[src/rtl/stopwatch_ctrl.sv]
// Stopwatch sequencer: centisecond counter with start/stop,
// lap freeze and clear, feeding the 7-seg display path.
module stopwatch_ctrl #(
    parameter int unsigned TICK_DIV = 500_000,
    parameter int unsigned MAX_CS   = 35_999_999
) (
    input  logic        clk,
    input  logic        rst,
    input  logic        btn_start_stop,
    input  logic        btn_lap_clear,
    output logic [31:0] run_time,
    output logic [31:0] lap_time,
    output logic        show_lap,
    output logic        running
);

    localparam int unsigned PW = (TICK_DIV > 2) ? $clog2(TICK_DIV) : 1;
    localparam logic [PW-1:0] PRE_LAST = PW'(TICK_DIV - 1);
    localparam logic [31:0]   CS_LAST  = 32'(MAX_CS);

    typedef enum logic [1:0] {
        S_IDLE,
        S_RUN,
        S_LAP,
        S_STOP
    } state_e;

    state_e state_q, state_d;

    logic          ss;
    logic          lc;
    logic          counting;
    logic          tick;
    logic          clear;
    logic          capture;

    logic [PW-1:0] presc_q, presc_d;
    logic [31:0]   run_q, run_d;
    logic [31:0]   lap_q, lap_d;
    logic          show_q, show_d;
    logic          runn_q, runn_d;

    // start/stop always wins over a coincident lap/clear pulse
    assign ss = btn_start_stop;
    assign lc = btn_lap_clear & ~btn_start_stop;

    // FSM state register
    always_ff @(posedge clk) begin
        if (rst) state_q <= S_IDLE;
        else     state_q <= state_d;
    end

    // FSM next-state decode
    always_comb begin
        state_d = state_q;
        case (state_q)
            S_IDLE: if (ss) state_d = S_RUN;
            S_RUN: begin
                if (ss)      state_d = S_STOP;
                else if (lc) state_d = S_LAP;
            end
            S_LAP: begin
                if (ss)      state_d = S_STOP;
                else if (lc) state_d = S_RUN;
            end
            S_STOP: begin
                if (ss)      state_d = S_RUN;
                else if (lc) state_d = S_IDLE;
            end
            default: state_d = S_IDLE;
        endcase
    end

    // FSM outputs, registered from the next state so they track state_q
    always_comb begin
        show_d = (state_d == S_LAP);
        runn_d = (state_d == S_RUN) || (state_d == S_LAP);
    end

    // prescaler and time counters; tick uses the current state
    always_comb begin
        counting = (state_q == S_RUN) || (state_q == S_LAP);
        tick     = counting && (presc_q == PRE_LAST);
        clear    = (state_q == S_STOP) && lc;
        capture  = (state_q == S_RUN) && lc;

        presc_d = presc_q;
        if (state_q == S_IDLE || clear) presc_d = '0;
        else if (tick)                  presc_d = '0;
        else if (counting)              presc_d = presc_q + 1'b1;

        run_d = run_q;
        if (clear)     run_d = '0;
        else if (tick) run_d = (run_q == CS_LAST) ? 32'd0 : run_q + 32'd1;

        lap_d = lap_q;
        if (clear)        lap_d = '0;
        else if (capture) lap_d = run_q;
    end

    // datapath and output registers
    always_ff @(posedge clk) begin
        if (rst) begin
            presc_q <= '0;
            run_q   <= '0;
            lap_q   <= '0;
            show_q  <= 1'b0;
            runn_q  <= 1'b0;
        end else begin
            presc_q <= presc_d;
            run_q   <= run_d;
            lap_q   <= lap_d;
            show_q  <= show_d;
            runn_q  <= runn_d;
        end
    end

    assign run_time = run_q;
    assign lap_time = lap_q;
    assign show_lap = show_q;
    assign running  = runn_q;

endmodule

[config.mk]
export PLATFORM = sky130hd
export DESIGN_NAME = stopwatch_ctrl
export DESIGN_NICKNAME = d
export VERILOG_FILES = /design/src/rtl/stopwatch_ctrl.sv
export SDC_FILE = /design/constraint.sdc
export NUM_CORES = 1
export LEC_CHECK = 0
export CORE_ASPECT_RATIO = 1.2
export CORE_UTILIZATION = 52
export DETAILED_ROUTE_END_ITERATION = 10
export PLACE_DENSITY = 0.79
export SYNTH_ARGS = -nofsm -noshare
export SYNTH_HDL_FRONTEND = slang
export SYNTH_SLANG_ARGS = --single-unit
[constraint.sdc]
create_clock -name clk -period 3.3 [get_ports clk]
set_input_delay 0.495 -clock clk [delete_from_list [all_inputs] [get_ports clk]]
set_output_delay 0.495 -clock clk [all_outputs]
set_load 0.005 [all_outputs]
==> impl_metrics.toml <==
[setup_path]
critPathMaxStageDelay_ps = 550
rrSetupSlack_ps = 660
cp.arrival_ps = 2870
crit_cells = 8
path_cells = "inv_1, ha_1, and4_1, nand2_1, or4_1, o21bai_2, buf_4, nor2_1"
worst-path-buf-inv = 2
critPathTopFamily = "simple AND/OR/NAND/NOR gates"
cp_max_fo = 26
worstSetupStartpointType = "flop"
startpoint = "state_q[0]$_SDFF_PP0_"
timing.rr.start = "state_q[0]$_SDFF_PP0_"
endpoint = "run_time[30]$_SDFFE_PP0P_"
criticalPathCategory = "flop to flop"
r2r_end = "run_time[30]$_SDFFE_PP0P_"
cpMaxStageDelayCell = "or4_1"
endpoint_kind = "flop"
r2r_cells = 8
critPathRequiredTime_ps = 3530

[cts]
clk_latency_ps = 350
htreeDepth = 3
clockBufferDepth = 2
path_clk_slew_ps = 80
post_cts_resize_count = 0
cts_sinks = 87
post_cts_buffers = 0
root_buffer = "clkbuf_8"
cts_tree = "done"
cts_hold_buffers = 0
cts_buffers = 9

[sta]
tightest_slew_ps = 650.0
slew_violations = 0
slew_headroom = 0.5667
fmax_mhz = 379.1
setup_tns_ps = 0
min_period_over_period = 0.7994
fin_worst_skew_ps = 12.63
setup_violations = 0
rsz0062_at_grt = "no"
period_minus_slack_ps = 2638
final-hold-violation-count = 0
hold_slack_ps = 455.7

[floorplan]
rows = 34
initial_core_util = 0.5381
dieArea_mm2 = 0.007835
io_pins = 70
coreArea_mm2 = 0.007232
die_h_um = 96.76
die_w_um = 80.97

[cells_and_area]
nets = 548
syn2layout_area_growth_pct = 24.47
antennaDiodeCount = 0
drive_gt1_frac = 0.05556
fillers = 630

[synthesis]
ys_warn_count = 0
syn_area_mm2 = 0.003891
synth_top_family_by_area = "simple AND/OR/NAND/NOR gates"
synth_fa_ha_area_frac = 0.02251
synthCells = 474
synth.distinct_cells = 39
synth_simple_gate_area_frac = 0.3183
synth_compound_area_frac = 0.08039
ys_ff_latch = 87
synthMuxAreaShare = 0.008039
synthesis.nets = 485
synth_area_per_cell_um2 = 8.209
yosys.area_share.xor_xnor = 0.08778
ys_seq_area_frac = 0.4476

[min_path]
hold_class = "flop to flop"

[run_status]
outcome = "finished clean"

[placement]
gp_congestion = 0.7914
dp_hpwl_um = 6214
io_buffers = 69

[routing]
wl_met2_um = 4546
finalWirelength_um = 8960
ant_nets = 0
routed_via_density = 5.608
drc = 0
drt_pass1_iterations = 4
dr_wl_met3_um = 350
wl_met1_um = 3940
vias = 3533
maxUsedRoutingLayer = "met4"
drt-initial-drc-count = 224
wire_per_inst_um = 14.22

[grt]
antenna_found_initial = 0
grt_pass1_vias = 3307
grt_pass1_wl_um = 15260
grt_usage = 0.2448
grt_max_degree = 33
gr-total-overflow = 0

[pwr]
ir_drop_uv = 326.0
power_density_mw_per_mm2 = 390.3
power.leakage_nw = 1.518

[run]
max_cap_viol_count = 0
==> placed cells by master, fill, tap and decap left out, drive strengths merged, types with 8 or more instances in the layout <==
cell type      count
xnor2             25
or3                9
nand2             92
nand3             13
o21ai              9
nor2              53
nor4              19
clkdlybuf4s50     69
dfxtp             87
a21oi             43
buf                8
nand4             18
clkbuf            10
xor2              14
==> power breakdown <==
group / switching, mW / leakage [nW] / internal, mW
clock network: 0.354 / 0.0982 / 0.417
registers: 0.00284 / 0.701 / 1.05
logic: 0.0429 / 0.719 / 0.0215
==> layout make-up <==
type / count / area, µm² / share of cell area
inverters: 6 / 22.52 / 0.004650
repair buffers: 77 / 750.7 / 0.1550
well taps: 90 / 112.6 / 0.02325
multi-input cells: 356 / 2016 / 0.4162
clock buffers: 10 / 127.6 / 0.02635
clock inverters: 4 / 72.57 / 0.01498
flip-flops and latches: 87 / 1742 / 0.3596
==> sequential cells by signal, indices dropped and copies added, names as in the netlist <==
| signal | cells |
|---|---|
| run_time | 32 |
| presc_q | 19 |
| state_q | 2 |
| running | 1 |
| show_lap | 1 |
| lap_time | 32 |
==> synth_stat cells (all sizes together) <==
cell,n,area [µm²]
clkbuf,17,63.81
or4,7,56.30
nor3,4,20.02
nor2b,4,25.02
a21o,1,7.510
nor4,19,133.9
ha,7,87.58
dfxtp,87,1742
o31ai,3,22.52
or3,9,56.30
or4b,1,10.01
and3,7,43.79
nor4b,3,26.28
o21bai,1,7.510
xor2,14,122.6
and2,7,43.79
nand4b,2,17.52
o21ai,9,45.04
nor2,53,198.9
o31a,1,8.760
and4,5,45.04
inv,6,22.52
or2,2,12.51
nor4bb,2,20.02
a21oi,43,215.2
buf,8,51.29
mux2i,2,20.02
o22ai,1,6.260
mux2,1,11.26
xnor2,25,219.0
nand2,92,345.3
nand4,18,118.9
nand3,13,65.06
==> metrics by stage <==
stage	instances	cell area, µm²	power, mW	utilization	setup slack (ps)
2_1_floorplan	474	3891	1.124	-	876.4
3_5_place_dp	616	4643	1.144	0.6420	708.3
6_report	630	4843	1.890	0.6697	662.1
3_3_place_gp	616	4643	1.142	0.6420	808.8
4_1_cts	630	4843	1.904	0.6697	660.5
5_1_grt	630	4843	1.952	0.6697	476.8
==> kinds of logic (layout without fill, tap and decap cells) <==
logic type / Yosys count / after routing
AO/OA/AOI/OAI: 59 / 59
XOR/XNOR: 39 / 39
adder cells (fa/ha/maj): 7 / 7
buffers and inverters: 31 / 97
flip-flops: 87 / 87
multiplexers: 3 / 3
AND/OR/NAND/NOR: 248 / 248
==> worst min path at each step <==
stage	to	slack (ps)	depth (start not counted)	from
global placement	lap_time[8]$_SDFFE_PP0P_	440	2	lap_time[8]$_SDFFE_PP0P_
finish	lap_time[31]$_SDFFE_PP0P_	460	2	lap_time[31]$_SDFFE_PP0P_
floorplan	lap_time[0]$_SDFFE_PP0P_	450	2	lap_time[0]$_SDFFE_PP0P_
global route	lap_time[29]$_SDFFE_PP0P_	480	2	lap_time[29]$_SDFFE_PP0P_
CTS	lap_time[31]$_SDFFE_PP0P_	460	2	lap_time[31]$_SDFFE_PP0P_
detailed placement	lap_time[31]$_SDFFE_PP0P_	450	2	lap_time[31]$_SDFFE_PP0P_
==> metal layers <==
layer,vias to the layer above,GRT usage
met5,-,0
met4,0,0.08654
met2,81,0.4072
li1,1755,-
met3,14,0.03774
met1,1683,0.3155
==> worst register-to-register path: stages (launching register included) <==
cell	delay [ps]
dfxtp_1	390
inv_1	80
ha_1	430
and4_1	300
nand2_1	90
or4_1	550
o21bai_2	240
buf_4	330
nor2_1	100
Note: power is estimated with default switching activity, not from simulation.
==> patch, RTL diff (same settings) <==
`TICK_DIV`: 500_000 -> 250_000.
--- a/src/rtl/stopwatch_ctrl.sv
+++ b/src/rtl/stopwatch_ctrl.sv
@@ -1,7 +1,7 @@
 // Stopwatch sequencer: centisecond counter with start/stop,
 // lap freeze and clear, feeding the 7-seg display path.
 module stopwatch_ctrl #(
-    parameter int unsigned TICK_DIV = 500_000,
+    parameter int unsigned TICK_DIV = 250_000,
     parameter int unsigned MAX_CS   = 35_999_999
 ) (
     input  logic        clk,
Behaviour: no difference found for any inputs over 10 cycles, from zero or initial values and one cycle with rst high; that may be too few to reach the edited logic, so the function may still have changed.
==> patch against the original RTL <==
Sequential cell count shrank 1. Area after synthesis fell by 2.1%. Routed wire length fell by 0.74%. Via count down 2.1%. Global-route usage is 0.62 points higher. Setup slack got worse by 0.072 ns. Total power grew 1.4%. Cell area fell by 1.6%. Critical path type unchanged.
==> patch: results (changes against the original RTL) <==
.. list-table::
   :header-rows: 1

   * - Metric
     - Value
   * - Vias per Instance
     - 5.61 (about the same)
   * - Vias post-DR
     - 3458 (was 3533)
   * - Met1 layer wirelength in the final routing
     - 3.87 mm (was 3.94 mm)
   * - Leakage power
     - 0.00150 µW (was 0.00152 µW)
   * - Layout cells sized above 1
     - 0.0454 (was 0.0556)
   * - Global-route wire length before repair
     - 14.9 mm (was 15.3 mm)
   * - Number of distinct library cells after synthesis
     - 35 (was 39)
   * - Setup slack of the worst register-to-register path
     - 0.59 ns (was 0.66 ns)
   * - Startpoint of the lowest-slack hold path
     - lap_time[28] (was lap_time[31])
   * - Area share of the largest cell type after synthesis
     - 0.452 (was 0.448)
   * - Wire length on met3
     - 394 µm (was 350 µm)
   * - Pin count of the biggest net entering global routing
     - 27 (was 33)
   * - Layout Nets
     - 535 (was 548)
   * - Top cells by count, synth
     - sky130_fd_sc_hd__dfxtp_1 (86), sky130_fd_sc_hd__nand2_1 (82), sky130_fd_sc_hd__nor2_1 (55) (was sky130_fd_sc_hd__nand2_1 (92), sky130_fd_sc_hd__dfxtp_1 (87), sky130_fd_sc_hd__nor2_1 (53))
   * - Global Route met2 Usage
     - 0.437 (was 0.407)
   * - Data arrival time of the critical path
     - 2.95 ns (was 2.87 ns)
   * - Post-CTS clock slew at the launch and capture registers of the worst setup and hold paths
     - 0.09 ns
   * - Status
     - complete, no violations (unchanged)
   * - Maximum fanout along the worst path
     - 24 (was 26)
   * - Async set-or-reset flop fraction in the synthesized netlist
     - 0 (unchanged)
   * - Met2 wire len
     - 4.44 mm (was 4.55 mm)
   * - Portion of the post-synthesis area used by sequential elements
     - 0.452 (was 0.448)
   * - CP max stage delay
     - 0.42 ns (was 0.55 ns)
   * - Slowest CP cell
     - sky130_fd_sc_hd__ha_1 (was sky130_fd_sc_hd__or4_1)
   * - Start point of the critical path
     - state_q[0] (unchanged)
   * - R2R cell count
     - 8 (unchanged)
   * - Post-Synthesis Net Count
     - 474 (was 485)
   * - Global routing usage on met1
     - 0.300 (was 0.316)
   * - GRT Resource Usage Total
     - 0.251 (was 0.245)
   * - Post-DP Area
     - 0.00455 mm² (was 0.00464 mm²)
   * - RePlAce Congestion
     - 0.855 (was 0.791)
   * - Cell Count Post-Placement
     - 600 (was 616)
   * - Cell count after synthesis
     - 463 (was 474)
   * - Last element of the critical path
     - run_time[23] (was run_time[30])
   * - Via count of the first global-routing pass
     - 3283 (was 3307)
   * - Biggest area contributors in the synthesized netlist
     - sky130_fd_sc_hd__dfxtp_1 (45%), sky130_fd_sc_hd__nand2_1 (8.1%), sky130_fd_sc_hd__xnor2_1 (6.9%) (was sky130_fd_sc_hd__dfxtp_1 (45%), sky130_fd_sc_hd__nand2_1 (8.9%), sky130_fd_sc_hd__xnor2_1 (5.6%))
   * - Peak VDD IR
     - 0.339 mV (was 0.326 mV)
   * - DRC marker count from the first detailed-route iteration
     - 191 (was 224)
## patch: cell count changes after synthesis, sizes merged, moves of 3 or more
cell	before	now
buf	8	4
and4	5	12
or4	7	0
and3	7	3
nor3	4	7
xnor2	25	30
o31ai	3	0
inv	6	10
nand2	92	82
clkbuf	17	21
## patch: how the worst min path moves through the flow
stage              endpoint  slack [ns]  cells after the start
3_5_place_dp   lap_time[28]        0.45                      2
3_3_place_gp   lap_time[20]        0.44                      2
2_1_floorplan   lap_time[0]        0.45                      2
4_1_cts        lap_time[28]        0.46                      2
5_1_grt        lap_time[26]        0.48                      2
6_report       lap_time[28]        0.46                      2
## patch: through the flow
| step | setup slack (ns) | hold WS, ns |
|---|---|---|
| 2_1_floorplan | 1.08 | 0.453 |
| 3_3_place_gp | 0.766 | 0.441 |
| 3_5_place_dp | 0.649 | 0.448 |
| 4_1_cts | 0.632 | 0.461 |
| 5_1_grt | 0.421 | 0.479 |
| 6_report | 0.590 | 0.456 |
## patch: cells by family after synthesis
family | count (synthesis) | share of synthesized area
AO/OA/AOI/OAI | 54 | 0.0742
XOR/XNOR | 42 | 0.0965
adder cells (fa/ha/maj) | 7 | 0.0230
buffers and inverters | 35 | 0.0374
flip-flops | 86 | 0.452
multiplexers | 1 | 0.00263
AND/OR/NAND/NOR | 238 | 0.315
## patch: area by class of cell
type	count	area (µm²)
Inverter	10	37.5
Multi-Input combinational cell	342	1950
Tap cell	87	109
Sequential cell	86	1720
Timing Repair Buffer	75	736
Clock inverter	5	83.8
Fill cell	572	2210
Clock buffer	11	131
## patch: where the power goes
part	switching, µW	internal (µW)	leakage [µW]
clock network	375	428	0.0000998
registers	2.31	1040	0.000693
logic	47.6	23.2	0.000706
total	424	1490	0.00150
